## src/rtl/circular_q_param.sv

```systemverilog
// Parametrised synchronous circular FIFO with occupancy count, almost-full flag,
// flush and registered dequeue output. Optional macro CQ_BYPASS_EN: empty enq+deq passes in straight to out.
module circular_q_param #(
    parameter int WIDTH       = 32,
    parameter int DEPTH       = 8,
    parameter int ALMOST_FULL = DEPTH - 1
) (
    input  logic                       clk,
    input  logic                       rst,
    input  logic                       enq,
    input  logic                       deq,
    input  logic                       flush,
    input  logic [WIDTH-1:0]           in,
    output logic [WIDTH-1:0]           out,
    output logic                       ready,
    output logic                       empty,
    output logic                       full,
    output logic                       almost_full,
    output logic [$clog2(DEPTH+1)-1:0] count
);
    localparam int PW = (DEPTH > 1) ? $clog2(DEPTH) : 1;
    localparam int CW = $clog2(DEPTH + 1);
    localparam logic [PW-1:0] LAST = PW'(DEPTH - 1);

    logic [WIDTH-1:0] mem [DEPTH];
    logic [PW-1:0]    head, tail;
    logic [CW-1:0]    cnt;
    logic             enq_ok, deq_ok, byp;

    function automatic logic [PW-1:0] nxt(input logic [PW-1:0] p);
        return (p == LAST) ? '0 : p + 1'b1;
    endfunction

    assign empty       = (cnt == '0);
    assign full        = (cnt == CW'(DEPTH));
    assign almost_full = (cnt >= CW'(ALMOST_FULL));
    assign count       = cnt;

    assign deq_ok = deq && !empty;
    // A dequeue in the same cycle frees the slot, so a full queue still accepts.
    assign enq_ok = enq && (!full || deq_ok);

`ifdef CQ_BYPASS_EN
    assign byp = enq && deq && empty;
`else
    assign byp = 1'b0;
`endif

    always_ff @(posedge clk or posedge rst) begin
        if (rst) begin
            head  <= '0;
            tail  <= '0;
            cnt   <= '0;
            out   <= '0;
            ready <= 1'b0;
        end else if (flush) begin
            head  <= '0;
            tail  <= '0;
            cnt   <= '0;
            ready <= 1'b0;
        end else begin
            ready <= 1'b0;
            if (byp) begin
                out   <= in;
                ready <= 1'b1;
            end else begin
                if (deq_ok) begin
                    out   <= mem[head];
                    head  <= nxt(head);
                    ready <= 1'b1;
                end
                if (enq_ok)
                    tail <= nxt(tail);
                case ({enq_ok, deq_ok})
                    2'b10:   cnt <= cnt + 1'b1;
                    2'b01:   cnt <= cnt - 1'b1;
                    default: cnt <= cnt;
                endcase
            end
        end
    end

    // Storage is deliberately left unreset.
    always_ff @(posedge clk) begin
        if (enq_ok && !flush && !byp)
            mem[tail] <= in;
    end
endmodule
```

## config.mk

```make
export PLATFORM = sky130hd
export DESIGN_NAME = circular_q_param
export DESIGN_NICKNAME = d
export VERILOG_FILES = /design/src/rtl/circular_q_param.sv
export SDC_FILE = /design/constraint.sdc
export NUM_CORES = 1
export LEC_CHECK = 0
export CORE_MARGIN = 2
export CORE_UTILIZATION = 53
export CTS_CLUSTER_DIAMETER = 150
export DETAILED_ROUTE_END_ITERATION = 8
export GPL_ROUTABILITY_DRIVEN = 0
export PLACE_DENSITY = 0.87
export SYNTH_ARGS = -nofsm -noshare
export SYNTH_HDL_FRONTEND = slang
export SYNTH_SLANG_ARGS = --single-unit
```

## constraint.sdc

```tcl
create_clock -name clk -period 4.74 [get_ports clk]
set_input_delay 1.185 -clock clk [delete_from_list [all_inputs] [get_ports clk]]
set_output_delay 1.185 -clock clk [all_outputs]
set_load 0.02 [all_outputs]
```

==> impl_metrics.py, run 1 <==
metrics = {
    "sta": {
        "tightest_slew_ps": 1189,
        "grt_setup_unrepaired": "no",
        "period_needed_ps": 3549,
        "setup_tns_ps": 0,
        "period_share": 0.7488,
        "max_slew_margin": 0.2074,
        "setup_viol": 0,
        "skew_ps": 12.01,
        "slew_viol_final": 0,
        "whs_ps": 531.6,
        "hold_viol": 0,
        "fmaxAchievable_mhz": 281.8,
    },
    "floorplan": {
        "initial_utilization": 0.5434,
        "die_area_um2": 22880,
        "row_count": 53,
        "die_x_um": 151.3,
        "core_region_area_um2": 21150,
        "num_io_pins": 77,
        "chipHeight_um": 151.3,
    },
    "grt": {
        "grt_pass1_vias": 6056,
        "grt_max_degree": 44,
        "grt_overflow": 0,
        "grt_use_total": 0.2026,
        "antenna_found_initial": 0,
        "grt_pass1_wl_um": 34170,
    },
    "cts": {
        "clk-insertion-delay-late_ps": 530,
        "path_clk_slew_ps": 60,
        "ctsLongestPathBuffers": 3,
        "htreeDepth": 1,
        "cts_hold_buffers": 0,
        "postCtsSetupRepairBufs": 0,
        "cts_buffers": 29,
        "cts_tree": "built",
        "post_cts_resize_count": 0,
        "cts.sinks": 299,
        "root_buffer": "clkbuf_16",
    },
    "setup_path": {
        "path_max_fanout": 9,
        "endpoint_kind": "primary output",
        "worstSetupStartpointType": "flop",
        "worstSetupPathType": "flop to primary output",
        "max_stage_delay_ps": 610,
        "worstRegToRegCells": 7,
        "arrival_ps": 2360,
        "worstSetupPathDepth": 3,
        "cp_slowest_cell": "clkdlybuf4s50_1",
        "crit_family": "simple AND/OR/NAND/NOR gates",
        "path_cells": "or3_1, nor2_1, clkdlybuf4s50_1",
        "critPathRequiredTime_ps": 3560,
        "cp.buffers_inverters": 1,
    },
    "power_and_ir_drop": {
        "max-vdd-ir-drop_uv": 326.9,
        "p_seq_frac": 0.456,
        "powerDensity_nw_per_um2": 527.8,
        "leakage_nw": 4.385,
        "p_comb_frac": 0.211,
        "p_clk_frac": 0.333,
        "netSwitchingPower_mw": 1.902,
        "swShare": 0.2648,
        "p_int_mw": 5.279,
    },
    "synthesis": {
        "synth_edf_count": 256,
        "synth_nets": 602,
        "synth_ff_type": "edfxtp_1",
        "yosysUniqueCellTypes": 38,
        "synth-seq-cells": 299,
        "yosys_warnings": 0,
        "ys_seq_area_frac": 0.7624,
        "syn_inst": 558,
        "syn-cell-area_um2": 11490,
        "synth_top_area_frac": 0.6688,
        "synth_top_area_cell": "edfxtp_1",
        "syn_area_per_cell_um2": 20.60,
        "synthTopCellsByArea": "edfxtp_1 (67%), mux4_2 (13%), dfrtp_1 (9.4%)",
        "async_flop_share": 0.1438,
    },
    "route": {
        "routed_wl_um": 22100,
        "wire_per_inst_um": 23.38,
        "antenna_left": 0,
        "drt_iter0_markers": 443,
        "first_pass_iters": 4,
        "drc": 0,
        "vias": 5629,
        "viasPerCell": 5.957,
    },
    "final_layout": {
        "layout-drive-gt1-share": 0.2060,
        "final_nets": 692,
        "final_cell_mix": "edfxtp_1 (256), clkdlybuf4s50_1 (76), mux4_2 (64)",
        "instances_no_fill": 945,
        "layout.cells.most_common": "edfxtp_1",
        "fill_cells": 1388,
        "syn_to_final_growth_pct": 18.35,
        "insertedDiodeCount": 0,
        "fin_area_um2": 13600,
    },
    "place": {
        "place_hpwl_um": 12980,
        "place_area_um2": 12610,
        "place_inst": 892,
        "io_buffers": 76,
    },
    "worst_hold_path": {
        "hold_class": "flop to flop",
        "min_path_cells": 2,
    },
    "outcome": {
        "status": "complete, no violations",
    },
    "flow_run": {
        "cap_viol_max_count": 0,
    },
}
[cell type report]
type / count / area [um2] / area share
flip-flops and latches: 299 / 8770 / 0.6446
multi-input cells: 227 / 2601 / 0.1912
repair buffers: 89 / 883.3 / 0.06493
clock buffers: 32 / 737.0 / 0.05417
well taps: 275 / 344.1 / 0.02529
clock inverters: 21 / 261.5 / 0.01922
inverters: 2 / 7.507 / 0.0005518
[registers in the layout, indices dropped and copies added (netlist names)]
name   cells
count      4
head       3
mem      256
out       32
ready      1
tail       3
[tightest hold or removal path, delay by kind of cell (launching register included)]
kind,cells,cell delay [ps]
flops,1,340
compound gates,1,100
simple gates,1,50
[cells by family (layout without fill, tap and decap cells)]
kind of cell,Yosys count,count (layout),synth area share
AND/OR/NAND/NOR,69,69,0.02623
buffers and inverters,32,144,0.01763
multiplexers,100,100,0.1567
AO/OA/AOI/OAI,48,48,0.02645
adder cells (fa/ha/maj),7,7,0.008272
flip-flops,299,299,0.7624
XOR/XNOR,3,3,0.002286
[power groups by stage]
| stage | Clock (mW) | Sequential, mW | Combinational, mW |
|---|---|---|---|
| after floorplan | 0 | 3.40 | 0.898 |
| after global placement | 0 | 3.32 | 1.47 |
| after detailed placement | 0 | 3.34 | 1.53 |
| after CTS | 2.43 | 3.28 | 1.54 |
| after global routing | 2.52 | 3.31 | 1.64 |
| final | 2.39 | 3.28 | 1.52 |
[cell usage after synthesis (2+ instances only)]
master,number
nor2_1,49
ha_1,6
nand2_1,3
a211oi_1,2
a21oi_1,36
buf_1,2
edfxtp_1,256
dfrtp_1,43
inv_1,2
nor3_1,5
clkbuf_1,7
mux2i_1,36
buf_4,5
o211ai_1,2
or3_1,2
buf_6,7
buf_2,8
nor4_1,2
xnor2_1,3
mux4_2,64
[metrics by stage]
stage / worst slack (ps) / power [mW] / util
finish: 1191 / 7.180 / 0.6431
CTS: 1173 / 7.247 / 0.6431
global route: 1077 / 7.475 / 0.6431
detailed placement: 910.4 / 4.866 / 0.5959
floorplan: 549.0 / 4.299 / -
global placement: 1056 / 4.790 / 0.5959
[final timing paths]
| path | slack [ps] | from | endpoint |
|---|---|---|---|
| hold reg to reg | 530 | out[4] | out[4] |
| min in group asynchronous | 1210 | rst | count[3] |
| setup / recovery | 1190 | count[0] | empty |
| hold / removal | 530 | out[4] | out[4] |
| setup reg to reg | 1930 | count[0] | count[3] |
| max in group asynchronous | 2830 | rst | head[0] |
[routing by layer]
metal / up-vias / share of wire / GRT usage
met3: 47 / 0.058 / 0.03554
li1: 2433 / - / -
met2: 201 / 0.53 / 0.3559
met1: 2948 / 0.39 / 0.2600
met5: - / 0 / 0
met4: 0 / 0.028 / 0.06262
Power figures use the tool's default switching activity.
==> run 2: changes to the inputs <==
--- a/config.mk
+++ b/config.mk
@@ -6,11 +6,11 @@
 export NUM_CORES = 1
 export LEC_CHECK = 0
 export CORE_MARGIN = 2
-export CORE_UTILIZATION = 53
+export CORE_UTILIZATION = 58
 export CTS_CLUSTER_DIAMETER = 150
 export DETAILED_ROUTE_END_ITERATION = 8
 export GPL_ROUTABILITY_DRIVEN = 0
-export PLACE_DENSITY = 0.87
+export PLACE_DENSITY = 0.9
 export SYNTH_ARGS = -nofsm -noshare
 export SYNTH_HDL_FRONTEND = slang
 export SYNTH_SLANG_ARGS = --single-unit
==> constraint.sdc (replaced) <==
create_clock -name clk -period 3.39 [get_ports clk]
set_input_delay 0.8475 -clock clk [delete_from_list [all_inputs] [get_ports clk]]
set_output_delay 0.8475 -clock clk [all_outputs]
set_load 0.02 [all_outputs]
==> run 2 against run 1 <==
Against the previous run: first-iteration DRC count is 11% higher; combinational power rose by 44%; worst hold slack worse by 3.0 ps; sequential cell count stayed put; count of clock-buffer cells in the layout rose by 4; highest routed layer is now met5.
==> impl_metrics.py, run 2 (synthesized netlist as in run 1, its figures left out) <==
metrics = {
    "setup_path": {
        "worstSetupPathType": "flop to primary output",
        "arrival_ps": 2330,
        "critPathRequiredTime_ps": 2540,
        "worstSetupStartpointType": "flop",
        "endpoint_kind": "primary output",
        "cp.buffers_inverters": 1,
        "path_max_fanout": 9,
        "path_cells": "or3_1, nor2_1, clkdlybuf4s50_1",
        "max_stage_delay_ps": 610,
        "crit_family": "simple AND/OR/NAND/NOR gates",
        "cp_slowest_cell": "clkdlybuf4s50_1",
    },
    "floorplan": {
        "initial_utilization": 0.5906,
        "core_region_area_um2": 19460,
        "chipHeight_um": 144.8,
        "row_count": 51,
        "die_x_um": 144.8,
        "num_io_pins": 77,
        "die_area_um2": 20960,
    },
    "grt": {
        "grt_pass1_wl_um": 36110,
        "grt_overflow": 0,
        "grt_pass1_vias": 6181,
        "grt_use_total": 0.2347,
        "grt_max_degree": 47,
        "antenna_found_initial": 1,
    },
    "cts": {
        "cts.sinks": 299,
        "cts_hold_buffers": 0,
        "postCtsSetupRepairBufs": 0,
        "cts_buffers": 29,
        "root_buffer": "clkbuf_16",
        "cts_tree": "built",
        "path_clk_slew_ps": 60,
        "htreeDepth": 1,
        "post_cts_resize_count": 0,
        "clk-insertion-delay-late_ps": 540,
        "ctsLongestPathBuffers": 3,
    },
    "final_layout": {
        "largest_reg_flops": 256,
        "final_nets": 702,
        "instances_no_fill": 945,
        "layout-drive-gt1-share": 0.2132,
        "regMostFlops": "mem",
        "syn_to_final_growth_pct": 18.08,
        "fill_cells": 1147,
        "insertedDiodeCount": 0,
        "final_cell_mix": "edfxtp_1 (256), clkdlybuf4s50_1 (76), mux4_2 (64)",
        "fin_util": 0.6974,
        "layout.cells.most_common": "edfxtp_1",
    },
    "sta": {
        "hold_viol": 0,
        "tightest_slew_ps": 1131,
        "period_share": 0.9377,
        "whs_ps": 528.6,
        "setup_viol": 0,
        "fmaxAchievable_mhz": 314.6,
        "max_slew_margin": 0.2443,
        "grt_setup_unrepaired": "no",
        "skew_ps": 14.59,
        "period_needed_ps": 3179,
        "slew_viol_final": 0,
    },
    "route": {
        "routed_wl_um": 23500,
        "antenna_left": 0,
        "vias": 5702,
        "drc": 0,
        "first_pass_iters": 6,
        "wire_per_inst_um": 24.87,
        "drt_iter0_markers": 493,
        "viasPerCell": 6.034,
    },
    "place": {
        "place_inst": 892,
        "place_hpwl_um": 13300,
        "io_buffers": 76,
    },
    "outcome": {
        "status": "complete, no violations",
    },
    "power_and_ir_drop": {
        "leakage_nw": 4.385,
        "powerDensity_nw_per_um2": 729.3,
        "max-vdd-ir-drop_uv": 638.9,
    },
    "flow_run": {
        "cap_viol_max_count": 0,
    },
    "worst_hold_path": {
        "hold_class": "flop to flop",
    },
}
[run 2: per-stage QoR]
step / area [um2] / setup WS [ps] / total power, mW / setup TNS [ps]
final: 13570 / 211.3 / 9.899 / 0
after global routing: 13570 / 133.5 / 10.27 / 0
after CTS: 13570 / 196.7 / 9.950 / 0
after detailed placement: 12660 / 167.5 / 6.829 / 0
after global placement: 12660 / 350.1 / 6.712 / 0
after floorplan: 11520 / -463.5 / 6.011 / -45320
[run 2: report_power, final]
group | switching (mW) | internal [mW] | total, mW | leakage [nW]
Clock | 1.33 | 1.80 | 3.13 | 0.440
Combinational | 1.09 | 1.10 | 2.19 | 1.14
Sequential | 0.302 | 4.28 | 4.58 | 2.81
Total | 2.73 | 7.17 | 9.90 | 4.38
[run 2: worst min-delay path: cells and delay by family, from the launching register on]
kind | cells | cell delay [ps]
flip-flops | 1 | 340
AND/OR/NAND/NOR | 1 | 50
AO/OA/AOI/OAI | 1 | 100
[run 2: final cells by class]
| type | instances | area [um2] | area share |
|---|---|---|---|
| Tap cell | 265 | 331.6 | 0.02443 |
| Clock inverter | 17 | 165.2 | 0.01217 |
| Sequential cell | 299 | 8770 | 0.6461 |
| Clock buffer | 36 | 752.0 | 0.05540 |
| Timing Repair Buffer | 99 | 945.9 | 0.06969 |
| Inverter | 2 | 7.507 | 0.0005531 |
| Multi-Input combinational cell | 227 | 2601 | 0.1916 |
[run 2: worst paths after layout]
check,startpoint,end,slack (ps),cells after the start
min in group asynchronous,rst,count[2],760,2
worst min-delay path,out[24],out[24],530,2
worst min register to register,out[24],out[24],530,2
worst max register to register,count[0],count[3],600,7
worst max-delay path,count[0],empty,210,3
max in group asynchronous,rst,out[20],2000,3
[run 2: routing by layer]
layer,part of all wire,up-vias,global-route usage
met5,0.00055,-,0
met4,0.024,2,0.06592
met3,0.061,54,0.04080
met2,0.53,239,0.4196
met1,0.38,2961,0.2990
li1,-,2446,-
